[src/rtl/type_switch_sched.sv]
// type_switch_sched: grant, credit and sw_set/out_valid control for the two-port type switch.
// Define TSW_SCHED_PERF_CNT_EN to add the conflict_cnt performance counter output.
module type_switch_sched #(
  parameter int CREDITS = 4,
  parameter int SW_LAT  = 3
) (
  input  logic        clk,
  input  logic        rst_n,
  input  logic [1:0]  in_valid,
  input  logic [1:0]  in_dest,
  output logic [1:0]  in_ready,
  output logic        sw_set,
  output logic [1:0]  out_valid,
  input  logic [1:0]  credit_ret,
  input  logic        flush_req,
  output logic        flush_done,
  output logic        busy
`ifdef TSW_SCHED_PERF_CNT_EN
  ,
  output logic [31:0] conflict_cnt
`endif
);
  localparam int CW = $clog2(CREDITS + 1);
  typedef enum logic [1:0] {RUN, DRAIN, DONE} state_t;
  state_t                   state_q, state_d;
  logic [1:0][CW-1:0]       cred_q, cred_d;
  logic [SW_LAT-1:0][1:0]   vpipe_q;
  logic                     rr_q, sw_set_q, run, same, conflict;
  logic [1:0]               elig, grant, hit;
  assign run      = state_q == RUN;
  assign same     = in_dest[0] == in_dest[1];
  assign elig[0]  = run & in_valid[0] & (cred_q[in_dest[0]] != '0);
  assign elig[1]  = run & in_valid[1] & (cred_q[in_dest[1]] != '0);
  assign conflict = (&elig) & same;
  // On a same-destination conflict only the stream rr points at wins.
  assign grant    = conflict ? (rr_q ? 2'b10 : 2'b01) : elig;
  assign hit[0]   = (grant[0] & ~in_dest[0]) | (grant[1] & ~in_dest[1]);
  assign hit[1]   = (grant[0] & in_dest[0]) | (grant[1] & in_dest[1]);
  assign in_ready   = grant;
  assign sw_set     = sw_set_q;
  assign out_valid  = vpipe_q[SW_LAT-1];
  assign flush_done = state_q == DONE;
  assign busy       = (|vpipe_q) | ~run;
  always_comb begin
    for (int j = 0; j < 2; j++)
      cred_d[j] = (hit[j] && !credit_ret[j]) ? cred_q[j] - CW'(1) :
                  (credit_ret[j] && !hit[j] && cred_q[j] != CW'(CREDITS)) ? cred_q[j] + CW'(1) : cred_q[j];
    state_d = run ? (flush_req ? DRAIN : RUN) :
              (state_q == DRAIN) ? ((vpipe_q == '0) ? DONE : DRAIN) : RUN;
  end
  always_ff @(posedge clk or negedge rst_n) begin
    if (!rst_n) begin
      state_q  <= RUN;
      cred_q   <= {2{CW'(CREDITS)}};
      vpipe_q  <= '0;
      rr_q     <= 1'b0;
      sw_set_q <= 1'b0;
    end else begin
      state_q  <= state_d;
      cred_q   <= cred_d;
      vpipe_q  <= {vpipe_q[SW_LAT-2:0], hit};
      rr_q     <= conflict ? ~rr_q : rr_q;
      sw_set_q <= (|grant) ? ((grant[0] & in_dest[0]) | (grant[1] & ~in_dest[1])) : sw_set_q;
    end
  end
`ifdef TSW_SCHED_PERF_CNT_EN
  logic [31:0] conflict_cnt_q;
  assign conflict_cnt = conflict_cnt_q;
  always_ff @(posedge clk or negedge rst_n) begin
    if (!rst_n) conflict_cnt_q <= '0;
    else conflict_cnt_q <= conflict_cnt_q + 32'(run & (&in_valid) & same);
  end
`endif
endmodule

[config.mk]
export PLATFORM = sky130hd
export DESIGN_NAME = type_switch_sched
export DESIGN_NICKNAME = d
export VERILOG_FILES = /design/src/rtl/type_switch_sched.sv
export SDC_FILE = /design/constraint.sdc
export NUM_CORES = 1
export LEC_CHECK = 0
export ABC_AREA = 1
export CAP_MARGIN = 20
export CORE_UTILIZATION = 40
export CTS_CLUSTER_SIZE = 12
export DETAILED_ROUTE_END_ITERATION = 10
export PLACE_DENSITY = 0.71
export SLEW_MARGIN = 25
export SYNTH_ARGS = -nofsm -noshare
export SYNTH_HDL_FRONTEND = slang
export SYNTH_SLANG_ARGS = --single-unit
[constraint.sdc]
create_clock -name clk -period 4 [get_ports clk]
set_input_delay 0.6 -clock clk [delete_from_list [all_inputs] [get_ports clk]]
set_output_delay 0.6 -clock clk [all_outputs]
set_load 0.01 [all_outputs]
==> flow_summary.yaml, run 1 <==
status:
  status: "completed"
logic_synthesis:
  synth.top_cell.area_share: 0.347
  synth-seq-area-share: 0.399
  avgSynthCellArea_um2: 7.83
  yosys.area_share.simple: 0.425
  synth_area_leaders: "dfrtp_1 35%, nand2_1 13%, nand3_2 7.9%"
  synth_mux_area_frac: 0
  synth_top_family_by_area: "simple AND/OR/NAND/NOR gates"
  synth.distinct_cells: 20
  synth_top_area_cell: "dfrtp_1"
  synth_nets: 140
  ys_warn_count: 0
  syn_area_um2: 1010
  synth_compound_area_frac: 0.0248
  ys_ff_latch: 16
  synthAdderAreaFrac: 0.0248
  syn_inst: 129
  synth_xor_area_frac: 0.0260
sta:
  tns_ns: 0
  min_period_ns: 2.95
  report.final.slew_viol_count: 0
  hold_viol: 0
  worst_slew_pin_slew_ns: 0.708
  relSlewSlack: 0.527
  max_freq_ghz: 0.339
  finalSetupViolations: 0
  skew_ns: 0.00443
  rsz0062_at_grt: "no"
  fin_crit_sh: 0.738
power_and_ir_drop:
  cellPowerDensity_nw_per_um2: 691
  power_mw: 0.840
  leakagePower_nw: 0.637
  ir_drop_uv: 388
clocking:
  root_buffer: "clkbuf_4"
  cts_resized: 0
  post_cts_buffers: 0
  cts.reportedPaths.clkPinSlew_ns: 0.10
  insertion_delay_ns: 0.29
  h-tree-depth: 1
  numCtsBuffers: 3
  cts.sinks: 16
  tritoncts: "yes"
  clock_path_buffers: 2
  holdBufCountCts: 0
worst_setup_path:
  path_cells: "clkdlybuf4s50_1 > inv_1 > nand3_1 > nand3_2 > nor2_4 > nand3_4 > nand2_1 > inv_1 > clkdlybuf4s50_1"
  crit_buf_inv: 4
  slowest_stage: "clkdlybuf4s50_1"
  arrival_ns: 2.35
  required_ns: 3.40
  crit_family: "buffers and inverters"
  max_stage_delay_ns: 0.56
  crit_type: "primary input to primary output"
  critPathLaunchType: "primary input"
  worstSetupEndpointType: "primary output"
  crit_fanout: 4
placed_design:
  hpwl_mm: 1.53
  gp_congestion: 0.771
  placed_cells: 170
  portBuffers: 15
  placed_cell_area_um2: 1180
final_layout:
  fin_util: 0.529
  fillers: 235
  final_area_um2: 1220
  ff_latch_area_um2: 403
  areaGrowthSynthToFinish_pct: 20.4
  multi_input_area_um2: 505
  antennaDiodeCount: 0
  nNetsFinal: 158
  layout-drive-gt1-share: 0.199
  instances_no_fill: 174
global_route:
  grt_use_total: 0.168
  antenna_found_initial: 0
  overflow: 0
  grt_max_degree: 17
  first_global_vias: 828
  grt_pass1_wl_mm: 3.35
floorplan:
  coreArea_um2: 2300
  die_y_um: 52.2
  initial_utilization: 0.440
  io-pin-count: 16
  dieArea_um2: 2730
  die_w_um: 52.2
  rows: 17
routing:
  drt_iter0_drc: 10
  routed_wl_mm: 1.91
  drt-vias-per-instance: 4.82
  detail_route.wl_per_cell_um: 11.0
  vias: 839
  ant_nets: 0
  drc: 0
  firstDrtPassIters: 4
min_path:
  hold_path_class: "register to register"
flow_run:
  drv_cap: 0
report_power, final:
group	total (mW)	switching [mW]	internal, mW	leakage, nW
sequential	0.296	0.0564	0.240	0.198
combinational	0.435	0.254	0.181	0.418
clock	0.108	0.0527	0.0555	0.0210
total	0.840	0.363	0.477	0.637
worst register-to-register path, stage by stage, from the launching register on:
cell     delay, ns
dfstp_2       0.57
inv_1         0.09
nand3_1       0.10
nand3_2       0.12
nor2_4        0.16
nand3_4       0.10
nand3_2       0.13
nand2_4       0.09
nand2_4       0.09
nand2_1       0.05
nand2_1       0.06
inv_1         0.04
ha_1          0.17
inv_1         0.05
nand2_1       0.06
inv_1         0.05
nand2_1       0.04
nand2_1       0.05
nand2_1       0.04
nand2_1       0.06
cells in the final DEF, fill, tap and decap left out:
cell type	n
a21oi_1	2
nand2_2	2
clkdlybuf4s50_1	15
dfrtp_1	14
nand2_1	36
ha_1	2
clkbuf_8	1
nand3_1	14
nand3_2	8
inv_1	17
clkinv_1	1
nor2_4	2
dfstp_2	2
nor2_1	9
and3_1	1
xor2_1	3
nand3_4	1
nand2_4	4
clkbuf_4	3
o21ai_1	3
nor2_2	1
inv_2	5
routing by layer:
| metal | wire (um) | share of wire | global-route usage |
|---|---|---|---|
| met1 | 832 | 0.44 | 0.193 |
| met2 | 965 | 0.51 | 0.299 |
| met5 | 0 | 0 | 0 |
| met3 | 96 | 0.050 | 0.0464 |
| met4 | 10 | 0.0052 | 0.0570 |
final timing paths:
kind	cells past startpoint	start	slack (ns)	end
worst min register to register	0	vpipe_q[2]	0.39	out_valid[0]
worst max-delay path	9	in_dest[1]	1.05	in_ready[1]
min in group asynchronous	1	rst_n	0.73	vpipe_q[2]
worst max register to register	19	cred_q[2]	1.82	cred_q[2]
worst min-delay path	0	vpipe_q[2]	0.39	out_valid[0]
max in group asynchronous	1	rst_n	2.83	cred_q[1]
state kept, by name (all words and copies together) (netlist names):
signal     flops
state_q        2
out_valid      2
vpipe_q        4
rr_q           1
sw_set         1
cred_q         6
per-stage QoR:
stage / hold WS (ns) / setup WS [ns]
floorplan: 0.304 / 2.02
global placement: 0.358 / 1.10
detailed placement: 0.360 / 1.05
CTS: 0.387 / 1.04
global route: 0.402 / 0.906
finish: 0.386 / 1.05
logic make-up (layout without fill, tap and decap cells):
family          count (synthesis)  in the layout
simple gates                   78             78
buf+inv                        25             42
flops                          16             16
compound gates                  5              5
xor+xnor                        3              3
fa+ha+maj                       2              2
synth_stat cells (all sizes together):
library cell	count
inv	22
nand3	23
xor2	3
o21ai	3
dfrtp	14
nor2	12
buf	2
clkinv	1
nand2	42
and3	1
dfstp	2
a21oi	2
ha	2
layout make-up:
| cell class | count | share of cell area |
|---|---|---|
| multi-input cells | 88 | 0.416 |
| clock buffers | 4 | 0.0298 |
| well taps | 28 | 0.0288 |
| repair buffers | 15 | 0.123 |
| inverters | 23 | 0.0710 |
| flip-flops and latches | 16 | 0.331 |
Note: power is estimated with default switching activity, not from simulation.
==> run 2, diff against run 1 <==
--- a/config.mk
+++ b/config.mk
@@ -10,7 +10,7 @@
 export CORE_UTILIZATION = 40
 export CTS_CLUSTER_SIZE = 12
 export DETAILED_ROUTE_END_ITERATION = 10
-export PLACE_DENSITY = 0.71
+export PLACE_DENSITY = 0.74
 export SLEW_MARGIN = 25
 export SYNTH_ARGS = -nofsm -noshare
 export SYNTH_HDL_FRONTEND = slang
==> constraint.sdc (replaced) <==
create_clock -name clk -period 2.7 [get_ports clk]
set_input_delay 0.405 -clock clk [delete_from_list [all_inputs] [get_ports clk]]
set_output_delay 0.405 -clock clk [all_outputs]
set_load 0.01 [all_outputs]
==> run 2 against run 1 <==
Clock skew is 0.0025 ns lower. Final area down 1.1%. Critical path depth is the same. Highest routed layer unchanged. Critical endpoint unchanged. Largest cell class unchanged. Wire length decreased by 6.1%.
==> flow_summary.yaml, run 2 (synthesis gave the netlist of run 1 again) <==
worst_setup_path:
  max_stage_delay_ns: 0.53
  crit_fanout: 5
  crit_family: "buffers and inverters"
  worstSetupEndpointType: "primary output"
  reg2reg_to: "cred_q[2]"
  rr_worst_depth: 19
  regToRegStartpoint: "cred_q[2]"
  reg2reg_slack_ns: 0.55
  crit_type: "primary input to primary output"
  arrival_ns: 2.13
  required_ns: 2.30
  critPathLaunchType: "primary input"
  path_cells: "clkdlybuf4s50_1 > inv_1 > nand3_1 > nand2_1 > nor2_4 > nand3_4 > nand2_1 > inv_1 > clkdlybuf4s50_1"
  slowest_stage: "clkdlybuf4s50_1"
  crit_buf_inv: 4
placed_design:
  portBuffers: 15
  pre_cts_ws_ns: 0.134
  placed_cells: 170
  gp_congestion: 0.799
  hpwl_mm: 1.44
sta:
  hold_viol: 0
  worst_slew_pin_slew_ns: 0.702
  skew_ns: 0.00191
  fin_crit_sh: 0.937
  report.final.slew_viol_count: 0
  min_period_ns: 2.53
  relSlewSlack: 0.531
  setup_slack_ns: 0.169
  rsz0062_at_grt: "no"
  max_freq_ghz: 0.395
  finalSetupViolations: 0
  tns_ns: 0
floorplan:
  rows: 17
  die_w_um: 52.2
  initial_utilization: 0.440
  dieArea_um2: 2730
  io-pin-count: 16
  coreArea_um2: 2300
  die_y_um: 52.2
clocking:
  numCtsBuffers: 3
  tritoncts: "yes"
  cts.sinks: 16
  root_buffer: "clkbuf_4"
  clock_path_buffers: 2
  h-tree-depth: 1
  cts_resized: 0
  cts.reportedPaths.clkPinSlew_ns: 0.08
  holdBufCountCts: 0
  post_cts_buffers: 0
  insertion_delay_ns: 0.27
global_route:
  first_global_vias: 812
  grt_max_degree: 17
  antenna_found_initial: 0
  overflow: 0
  grt_pass1_wl_mm: 3.12
  grt_use_total: 0.153
final_layout:
  antennaDiodeCount: 0
  layout_commonest_cell: "nand2_1"
  instances_no_fill: 173
  top_register: "cred_q"
  nNetsFinal: 158
  layout_common_cells: "36 x nand2_1, 17 x inv_1, 15 x clkdlybuf4s50_1"
  layout-drive-gt1-share: 0.193
  top_regs: "cred_q x6, vpipe_q x4"
  fillers: 221
  largest_reg_flops: 6
  areaGrowthSynthToFinish_pct: 19.1
power_and_ir_drop:
  switchingPower_mw: 0.520
  ir_drop_uv: 499
  p_sw_frac: 0.435
  p_int_mw: 0.675
  pwr-share-seq: 0.367
  leakagePower_nw: 0.630
  cellPowerDensity_nw_per_um2: 994
  share_comb_of_total_power: 0.533
  clkPwrFrac: 0.099
min_path:
  hold_path_end: "out_valid[0]"
  hold_path_class: "register to register"
  min_from: "vpipe_q[2]"
  hold_path_depth: 0
routing:
  vias: 838
  routed_wl_mm: 1.79
  detail_route.wl_per_cell_um: 10.3
  firstDrtPassIters: 4
  ant_nets: 0
  drt-vias-per-instance: 4.84
  drc: 0
  drt_iter0_drc: 20
status:
  status: "completed"
flow_run:
  drv_cap: 0
run 2: worst max path at each step:
| stage | from | end | slack [ns] | cells after the start |
|---|---|---|---|---|
| 4_1_cts | in_dest[0] | in_ready[1] | 0.15 | 9 |
| 5_1_grt | in_dest[0] | in_ready[1] | 0.04 | 9 |
| 6_report | in_dest[0] | in_ready[1] | 0.17 | 9 |
| 3_3_place_gp | in_dest[0] | cred_q[2] | 0.19 | 20 |
| 2_1_floorplan | cred_q[2] | cred_q[2] | 0.77 | 19 |
| 3_5_place_dp | in_dest[0] | cred_q[2] | 0.13 | 20 |
run 2: layer usage:
metal,vias to the layer above,track usage,share of wire
met2,18,0.282,0.48
met3,2,0.0174,0.047
met4,0,0.0395,0.0022
met5,-,0,0
met1,386,0.186,0.47
li1,432,-,-
run 2: power groups by stage:
stage / combinational [mW] / sequential (mW) / clock [mW]
global route: 0.731 / 0.455 / 0.133
finish: 0.637 / 0.439 / 0.118
CTS: 0.645 / 0.441 / 0.123
floorplan: 0.475 / 0.429 / 0
detailed placement: 0.640 / 0.445 / 0
global placement: 0.622 / 0.437 / 0
run 2: final cells by class:
type / instances / area (um2) / share of cell area
multi-input combinational: 88 / 505 / 0.420
sequential: 16 / 403 / 0.335
timing repair buffer: 15 / 150 / 0.125
inverter: 23 / 86.3 / 0.0718
tap: 28 / 35.0 / 0.0291
clock buffer: 3 / 22.5 / 0.0187
run 2: per-stage QoR:
step / cell area, um2 / total power, mW / hold WS [ns] / utilization
after floorplan: 1010 / 0.903 / 0.109 / -
after global placement: 1180 / 1.06 / 0.359 / 0.514
after detailed placement: 1180 / 1.08 / 0.364 / 0.514
after CTS: 1200 / 1.21 / 0.384 / 0.523
after global routing: 1200 / 1.32 / 0.395 / 0.523
final: 1200 / 1.19 / 0.381 / 0.523
==> run 3, diff against run 2 <==
--- a/config.mk
+++ b/config.mk
@@ -6,11 +6,12 @@
 export NUM_CORES = 1
 export LEC_CHECK = 0
 export ABC_AREA = 1
-export CAP_MARGIN = 20
+export CAP_MARGIN = 30
 export CORE_UTILIZATION = 40
 export CTS_CLUSTER_SIZE = 12
 export DETAILED_ROUTE_END_ITERATION = 10
 export PLACE_DENSITY = 0.74
+export SKIP_LAST_GASP = 1
 export SLEW_MARGIN = 25
 export SYNTH_ARGS = -nofsm -noshare
 export SYNTH_HDL_FRONTEND = slang
==> results of run 3 <==
Same layout as run 2: the final DEF is identical, and so are final timing and power.
